[src/rtl/unpacker_arb_pkg.sv]
// Shared types and round-robin pick helper for unpacker_arbiter.
package unpacker_arb_pkg;

  typedef enum logic [0:0] {ARB_IDLE, ARB_GRANT} arb_state_e;

  localparam int MaxReq = 32;
  localparam int MaxIdW = 5;

  typedef struct packed {
    logic              found;
    logic [MaxIdW-1:0] id;
  } rr_pick_t;

  // First set bit of req scanning ptr, ptr+1, ... modulo n.
  function automatic rr_pick_t rr_pick(input logic [MaxReq-1:0] req,
                                       input logic [MaxIdW-1:0] ptr,
                                       input int                n);
    rr_pick_t res;
    int       idx;
    res = '0;
    for (int i = 0; i < MaxReq; i++) begin
      idx = (int'(ptr) + i) % n;
      if (i < n && !res.found && req[idx[MaxIdW-1:0]]) begin
        res.found = 1'b1;
        res.id    = idx[MaxIdW-1:0];
      end
    end
    return res;
  endfunction

endpackage

[src/rtl/counter_roll.sv]
// Up counter that rolls over to zero after reaching max_val_i.
module counter_roll #(
  parameter int Width = 8
) (
  input  logic             clk_i,
  input  logic             rst_i,
  input  logic             clr_i,
  input  logic             up_i,
  input  logic [Width-1:0] max_val_i,
  output logic [Width-1:0] count_o,
  output logic             wrap_o
);

  logic [Width-1:0] count_q, count_d;

  assign wrap_o  = up_i && (count_q == max_val_i);
  assign count_o = count_q;

  always_comb begin
    count_d = count_q;
    if (clr_i) begin
      count_d = '0;
    end else if (up_i) begin
      count_d = wrap_o ? '0 : count_q + Width'(1);
    end
  end

  always_ff @(posedge clk_i) begin
    if (rst_i) begin
      count_q <= '0;
    end else begin
      count_q <= count_d;
    end
  end

endmodule

[src/rtl/unpacker_arbiter_rr_priority_sel.sv]
// Round-robin selector: rotate requests by ptr, priority-encode, unrotate.
module rr_priority_sel #(
  parameter int NumReq  = 4,
  parameter int IdWidth = $clog2(NumReq)
) (
  input  logic [NumReq-1:0]  req_i,
  input  logic [IdWidth-1:0] ptr_i,
  output logic               found_o,
  output logic [IdWidth-1:0] id_o
);
  import unpacker_arb_pkg::*;

  localparam logic [IdWidth:0] NumReqW = (IdWidth+1)'(NumReq);

  logic [NumReq-1:0] rot;
  logic [MaxReq-1:0] rot_ext;
  rr_pick_t          pick;
  logic [IdWidth:0]  sum;
  logic [IdWidth:0]  unrot;
  logic              pick_unused;

  for (genvar gi = 0; gi < NumReq; gi++) begin : g_rot
    logic [IdWidth:0] raw;
    logic [IdWidth:0] wrapped;
    assign raw      = {1'b0, ptr_i} + (IdWidth+1)'(gi);
    assign wrapped  = (raw >= NumReqW) ? raw - NumReqW : raw;
    assign rot[gi]  = req_i[wrapped[IdWidth-1:0]];
  end

  always_comb begin
    rot_ext = '0;
    rot_ext[NumReq-1:0] = rot;
  end

  // Bit 0 of the rotated vector is the highest-priority requester.
  assign pick        = rr_pick(rot_ext, '0, NumReq);
  assign pick_unused = ^pick.id[MaxIdW-1:IdWidth];
  assign sum         = {1'b0, ptr_i} + {1'b0, pick.id[IdWidth-1:0]};
  assign unrot       = (sum >= NumReqW) ? sum - NumReqW : sum;
  assign id_o        = unrot[IdWidth-1:0];
  assign found_o     = pick.found;

endmodule

[src/rtl/unpacker_arbiter.sv]
// Round-robin burst arbiter in front of a shared unpacker.
// Optional stall timeout enabled by defining UNPACKER_ARB_TIMEOUT_EN.
module unpacker_arbiter #(
  parameter int NumReq        = 4,
  parameter int PackedWidth   = 8,
  parameter int BurstLen      = 80,
  parameter int TimeoutCycles = 256,
  localparam int IdWidth      = $clog2(NumReq)
) (
  input  logic                          clk_i,
  input  logic                          rst_i,
  input  logic [NumReq*PackedWidth-1:0] packed_i,
  input  logic [NumReq-1:0]             valid_i,
  output logic [NumReq-1:0]             ready_o,
  output logic [PackedWidth-1:0]        packed_o,
  output logic                          valid_o,
  input  logic                          ready_i,
  output logic [IdWidth-1:0]            grant_id_o,
  output logic                          busy_o,
  output logic                          abort_o
);
  import unpacker_arb_pkg::*;

  localparam int CntWidth = (BurstLen > 1) ? $clog2(BurstLen) : 1;
  localparam logic [CntWidth-1:0] BurstMax = CntWidth'(BurstLen - 1);
  localparam logic [IdWidth-1:0]  LastId   = IdWidth'(NumReq - 1);

  arb_state_e         state_q, state_d;
  logic [IdWidth-1:0] ptr_q, ptr_d;
  logic [IdWidth-1:0] gid_q, gid_d;
  logic               sel_found;
  logic [IdWidth-1:0] sel_id;
  logic               grant_valid, fire, burst_done, abort;
  logic [IdWidth-1:0] next_ptr;
  logic [CntWidth-1:0] burst_cnt_unused;

  rr_priority_sel #(.NumReq(NumReq), .IdWidth(IdWidth)) u_sel (
    .req_i   (valid_i),
    .ptr_i   (ptr_q),
    .found_o (sel_found),
    .id_o    (sel_id)
  );

  counter_roll #(.Width(CntWidth)) u_burst (
    .clk_i     (clk_i),
    .rst_i     (rst_i),
    .clr_i     (abort),
    .up_i      (fire),
    .max_val_i (BurstMax),
    .count_o   (burst_cnt_unused),
    .wrap_o    (burst_done)
  );

  assign grant_valid = valid_i[gid_q];
  assign fire        = (state_q == ARB_GRANT) && grant_valid && ready_i;
  assign next_ptr    = (gid_q == LastId) ? '0 : gid_q + IdWidth'(1);
  assign grant_id_o  = gid_q;
  assign abort_o     = abort;

`ifdef UNPACKER_ARB_TIMEOUT_EN
  localparam int StallWidth = $clog2(TimeoutCycles + 1);
  localparam logic [StallWidth-1:0] StallMax = StallWidth'(TimeoutCycles - 1);

  logic [StallWidth-1:0] stall_q, stall_d;

  // Only an absent word counts as a stall; unpacker backpressure never does.
  assign abort = (state_q == ARB_GRANT) && !grant_valid && (stall_q == StallMax);

  always_comb begin
    stall_d = stall_q;
    if (state_q != ARB_GRANT || fire || abort) begin
      stall_d = '0;
    end else if (!grant_valid) begin
      stall_d = stall_q + StallWidth'(1);
    end
  end

  always_ff @(posedge clk_i) begin
    if (rst_i) begin
      stall_q <= '0;
    end else begin
      stall_q <= stall_d;
    end
  end
`else
  localparam int TimeoutUnused = TimeoutCycles;
  assign abort = 1'b0;
`endif

  always_comb begin
    state_d  = state_q;
    ptr_d    = ptr_q;
    gid_d    = gid_q;
    packed_o = '0;
    valid_o  = 1'b0;
    ready_o  = '0;
    busy_o   = 1'b0;
    case (state_q)
      ARB_IDLE: begin
        if (sel_found) begin
          gid_d   = sel_id;
          state_d = ARB_GRANT;
        end
      end
      ARB_GRANT: begin
        busy_o         = 1'b1;
        packed_o       = packed_i[gid_q*PackedWidth +: PackedWidth];
        valid_o        = grant_valid;
        ready_o[gid_q] = ready_i;
        if (burst_done || abort) begin
          state_d = ARB_IDLE;
          ptr_d   = next_ptr;
        end
      end
      default: state_d = ARB_IDLE;
    endcase
  end

  always_ff @(posedge clk_i) begin
    if (rst_i) begin
      state_q <= ARB_IDLE;
      ptr_q   <= '0;
      gid_q   <= '0;
    end else begin
      state_q <= state_d;
      ptr_q   <= ptr_d;
      gid_q   <= gid_d;
    end
  end

endmodule

[config.mk]
export PLATFORM = sky130hd
export DESIGN_NAME = unpacker_arbiter
export DESIGN_NICKNAME = d
export VERILOG_FILES = /design/src/rtl/unpacker_arb_pkg.sv /design/src/rtl/counter_roll.sv /design/src/rtl/unpacker_arbiter_rr_priority_sel.sv /design/src/rtl/unpacker_arbiter.sv
export SDC_FILE = /design/constraint.sdc
export NUM_CORES = 1
export LEC_CHECK = 0
export ABC_AREA = 0
export CAP_MARGIN = 0
export CORE_UTILIZATION = 41
export DETAILED_ROUTE_END_ITERATION = 12
export PLACE_DENSITY = 0.81
export SYNTH_ARGS = -nofsm -noshare
export SYNTH_HDL_FRONTEND = slang
export SYNTH_HIERARCHICAL = 1
export SYNTH_SLANG_ARGS = --single-unit
[constraint.sdc]
create_clock -name clk_i -period 2.1 [get_ports clk_i]
set_input_delay 0.63 -clock clk_i [delete_from_list [all_inputs] [get_ports clk_i]]
set_output_delay 0.63 -clock clk_i [all_outputs]
set_load 0.1 [all_outputs]
# Word-level counts from Yosys, hierarchy flattened
# Index checks and enable logic that the tools add are counted.
[classes]
addsub = 11
order_cmp = 11
n_eq_ne = 2
n_shift = 1
mux = 30
bitwise_logic = 2
reduce_logical = 12
[ops]
columns = ["op", "n"]
rows = [
  ["$shiftx A32 B6 Y8", 1],
  ["$mux W6", 4],
  ["$lt A2 B3 Y1 const B", 5],
  ["$ge A3 B3 Y1 const B", 4],
  ["$mux W2", 6],
  ["$bmux W1 S2", 5],
  ["$mux W1", 10],
  ["$sub A2 B1 Y2 const B", 5],
  ["$mux W8", 1],
  ["$add A7 B1 Y7 const B", 1],
  ["$eq A7 B7 Y1 const B", 1],
  ["$logic_and A1 B1 Y1", 7],
  ["$mux W7", 1],
  ["$add A2 B2 Y3 const B", 2],
  ["$and A4 B4 Y4", 1],
  ["$mux W4", 1],
  ["$reduce_and A2 Y1", 2],
  ["$add A2 B1 Y3 const B", 1],
  ["$add A2 B2 Y3", 1],
  ["$ge A2 B3 Y1 const B", 1],
  ["$logic_not A1 Y1", 3],
  ["$add A2 B1 Y2 const B", 1],
  ["$demux W1 S2", 1],
  ["$eq A2 B2 Y1 const B", 1],
  ["other kinds (3)", 3],
]
[word_totals]
ff_bits = 12
in_bits = 39
out_inout_bits = 17
word_cells = 73

# Longest topological paths before layout
[depth]
depth_word = 17
depth_mapped = 10
mapped_depth_nobuf = 9

# Hierarchy
# Netlist, hierarchy kept.
[modules_own_cells]
columns = ["module", "n_inst", "cells_each", "area_each_um2", "seq_area_each_um2"]
rows = [
  ["unpacker_arbiter", 1, 68, 575.6, 100.1],
  ["counter_roll", 1, 43, 395.4, 140.1],
  ["rr_priority_sel", 1, 28, 190.2, 0.0],
]

# Worst setup path after synthesis
# No wires, ideal clock.
[synth_path]
kind = "reg-to-output"
startpoint = "register gid_q[0], in the netlist grant_id_o[0]"
endpoint = "output port packed_o[0]"
t_arrival_ns = 3.018
t_required_ns = 1.470
setup_slack_ns = -1.548
stages_incl_launch_ff = 5
cell_sequence = "dfxtp_1 > buf_6 > buf_12 > mux2i_1 > o22ai_1"
[synth_via]
elab_chain_cells = 2
[synth_rtl]
columns = ["element", "line_no", "text"]
rows = [
  ["from (decl)", "unpacker_arbiter.sv:30", "logic [IdWidth-1:0] gid_q, gid_d;"],
  ["from (signal assigned)", "unpacker_arbiter.sv:127", "gid_q <= gid_d;"],
  ["$shiftx A32 B6 Y8", "unpacker_arbiter.sv:107", "packed_o = packed_i[gid_q*PackedWidth +: PackedWidth];"],
  ["$mux W8", "unpacker_arbiter.sv:98", "case (state_q)"],
  ["to (decl)", "unpacker_arbiter.sv:15", "output logic [PackedWidth-1:0] packed_o,"],
]
# Every way passes these cells.

# Final worst setup path
[layout_path]
startpoint = "register gid_q[1], in the netlist grant_id_o[1]"
endpoint = "output port ready_o[1]"
[layout_via]
elab_chain_cells = 6
[layout_rtl]
columns = ["element", "line_no", "text"]
rows = [
  ["$lt A2 B3 Y1 (not written as such) / $ge A2 B1 Y1 (equally long branches)", "unpacker_arbiter.sv:109", "ready_o[gid_q] = ready_i;"],
  ["$logic_and A1 B1 Y1 (not written as such)", "unpacker_arbiter.sv:109", ""],
  ["$mux W1 (not written as such)", "unpacker_arbiter.sv:109", ""],
  ["$demux W1 S2 *", "unpacker_arbiter.sv:109", ""],
  ["$and A4 B4 Y4 (no line) *", "-", ""],
  ["$mux W4 *", "unpacker_arbiter.sv:98", ""],
  ["to (decl)", "unpacker_arbiter.sv:14", "output logic [NumReq-1:0] ready_o,"],
]
# Mark *: on every way between the ends. The rest lies on a longest branch, timed or not.

==> qor.yml <==
detailed_routing:
  post-route-drc-count: 0
  detail-route-antenna-nets: 0
  routed_wl_um: 4760
  vias_per_cell: 5.73
  num_vias: 1398
  drtIter0Drc: 61
  wl_per_cell_um: 19.5
  dr.pass1.iters: 5
setup_path:
  worst_setup_path_end_kind: "primary output"
  setup.worst_path.class: "reg2out"
  crit_fanout: 6
  crit_required_ns: 1.47
  worstPathArrival_ns: 1.50
  worstSetupStartpointType: "register"
power_and_ir_drop:
  p_per_area_nw_per_um2: 421
  leakage_nw: 0.889
  irDropWorstVdd_uv: 437
placement:
  dp_hpwl_um: 2780
  place.port_buffers: 54
  place.gp.congestion: 0.770
  dpl-instance-area_um2: 2110
  dp_cells: 236
synth:
  synth_ff_type: "dfxtp_1"
  ys_ff_latch: 12
  synthCells: 139
  synth_top_area_share_pct: 20.7
  async_flop_share_pct: 0
  avgSynthCellArea_um2: 8.35
  synthesis.area_um2: 1160
  synth_cell_types: 35
  synth.most_common_cell: "mux2i_1"
  yosys-top-cells-count: "22 x mux2i_1, 12 x dfxtp_1, 12 x nand2_1, 11 x nor2_1, 11 x xnor2_1"
  synth_top_area_cell: "dfxtp_1"
  yosys-top-cells-area: "dfxtp_1 21%, mux2i_1 19%, xnor2_1 8.3%, ha_1 6.5%, o22ai_1 5.4%"
  synth_edf_count: 0
  synth_warnings: 6
  ys_seq_area_share_pct: 20.7
grt:
  antenna_found_initial: 0
  grt_pass1_wl_um: 6610
  grt-ovfl-total: 0
  grt_pass1_vias: 1372
  grt_start_max_net_pins: 13
  gr-usage-all-layers_pct: 27.2
floorplanning:
  die_width_um: 55.2
  start_util_pct: 45.2
  num_rows: 18
  core_area_um2: 2570
  io_pins: 56
  die_y_um: 55.2
  die-area_um2: 3050
final_layout:
  finish.instance_area_um2: 2290
  fin_nets: 260
  drive_gt1_share_pct: 38.3
  diodes: 0
  final_util_pct: 89.4
  synthToLayoutAreaGrowth_pct: 97.6
  stdcell_count: 244
  fillers: 120
cts:
  clkSinkCount: 12
  cts_max_level: 1
  tritoncts: "yes"
  cts.clk_slew.worst_paths_ns: 0.08
  clock_latency_ns: 0.27
  postCtsHoldBufs: 0
  cts_inserted_buffers: 3
  clock-root-buffer: "clkbuf_4"
  cts_buffer_depth: 2
timing:
  hold_viol_final: 0
  finalCriticalPeriod_ns: 2.13
  rsz0062_at_grt: "yes"
  setup_viol: 3
  setup_slack_ns: -0.0337
  skew_ns: 0.00203
  fmax_mhz: 469
  slew_viol_final: 0
  fin_crit_sh_pct: 102
hold_path:
  hold_path_class: "reg2reg"
run:
  maxCapViolCount: 0
status:
  violations: "setup timing"
  status: "complete, but fails checks"
## where the power goes
part / switching (W) / internal (W) / total (W)
clock: 0.0000791 / 0.0000687 / 0.000148
sequential: 0.0000143 / 0.000231 / 0.000246
combinational: 0.000330 / 0.000243 / 0.000573
## state kept, by name (all words and copies together), names as in the netlist
register	flops
grant_id_o	2
ptr_q	2
state_q	1
u_burst/count_o	7
## cell type report
cell class	instances	area [um^2]	area share, %
Clock buffer	3	22.5	0.981
Clock inverter	1	3.75	0.164
Inverter	4	18.8	0.818
Multi-Input combinational cell	125	1180	51.6
Sequential cell	12	251	11.0
Tap cell	30	37.5	1.64
Timing Repair Buffer	69	776	33.8
## cell families after synthesis
kind of cell / share of synthesized area [%]
buffers and inverters: 6.47
DFF: 20.7
adders and majority gates: 6.47
muxes: 19.0
xor gates and xnor gates: 10.6
AOI/OAI and AO/OA: 12.2
other: 0.647
and+or+nand+nor: 24.0
## critical path: stages (launching register included)
cell	delay, ns
dfxtp_4	0.41
clkinvlp_4	0.20
ha_2	0.23
and3_2	0.22
buf_12	0.16
## placed cells by master, fill, tap and decap left out, types with 7 or more instances in the layout
| cell type | instances |
|---|---|
| buf_12 | 16 |
| buf_4 | 13 |
| mux2i_2 | 11 |
| o22ai_4 | 9 |
| nor2_1 | 9 |
| mux2i_4 | 7 |
| xnor2_1 | 10 |
| dlygate4sd2_1 | 36 |
| conb_1 | 10 |
| nand2_1 | 10 |
| dfxtp_1 | 9 |
## path summary, 6_finish.rpt
check / from / end / slack [ns] / depth (start not counted)
worst min-delay path: u_burst/count_o[1] / u_burst/count_o[1] / 0.60 / 2
worst max-delay path: grant_id_o[1] / ready_o[1] / -0.03 / 4
worst max register to register: grant_id_o[0] / u_burst/count_o[5] / 0.04 / 8
worst min register to register: u_burst/count_o[1] / u_burst/count_o[1] / 0.60 / 2
## timing repair
action,CTS,global route
buffers inserted,3,2
gates resized for setup,56,16
pin swaps,9,2
gates cloned,0,0
setup endpoints to repair,24,13
## per-layer routing
metal / routed length [um] / share of wire (%) / track usage [%]
met4: 96 / 2.0 / 11.1
met2: 2780 / 58 / 52.5
met5: 0 / 0 / 0
met1: 1760 / 37 / 29.8
met3: 127 / 2.7 / 2.58
## metrics by stage
stage / setup TNS (ns) / power (W) / setup WS (ns) / hold slack, ns
2_1_floorplan: -0.610 / 0.000578 / -0.0945 / 0.494
3_3_place_gp: -4.91 / 0.000766 / -0.344 / 0.514
3_5_place_dp: -5.60 / 0.000775 / -0.392 / 0.527
4_1_cts: -0.106 / 0.000931 / -0.0219 / 0.566
5_1_grt: -0.568 / 0.00101 / -0.0930 / 0.606
6_report: -0.0551 / 0.000966 / -0.0337 / 0.599
(Power assumes the default switching activity.)
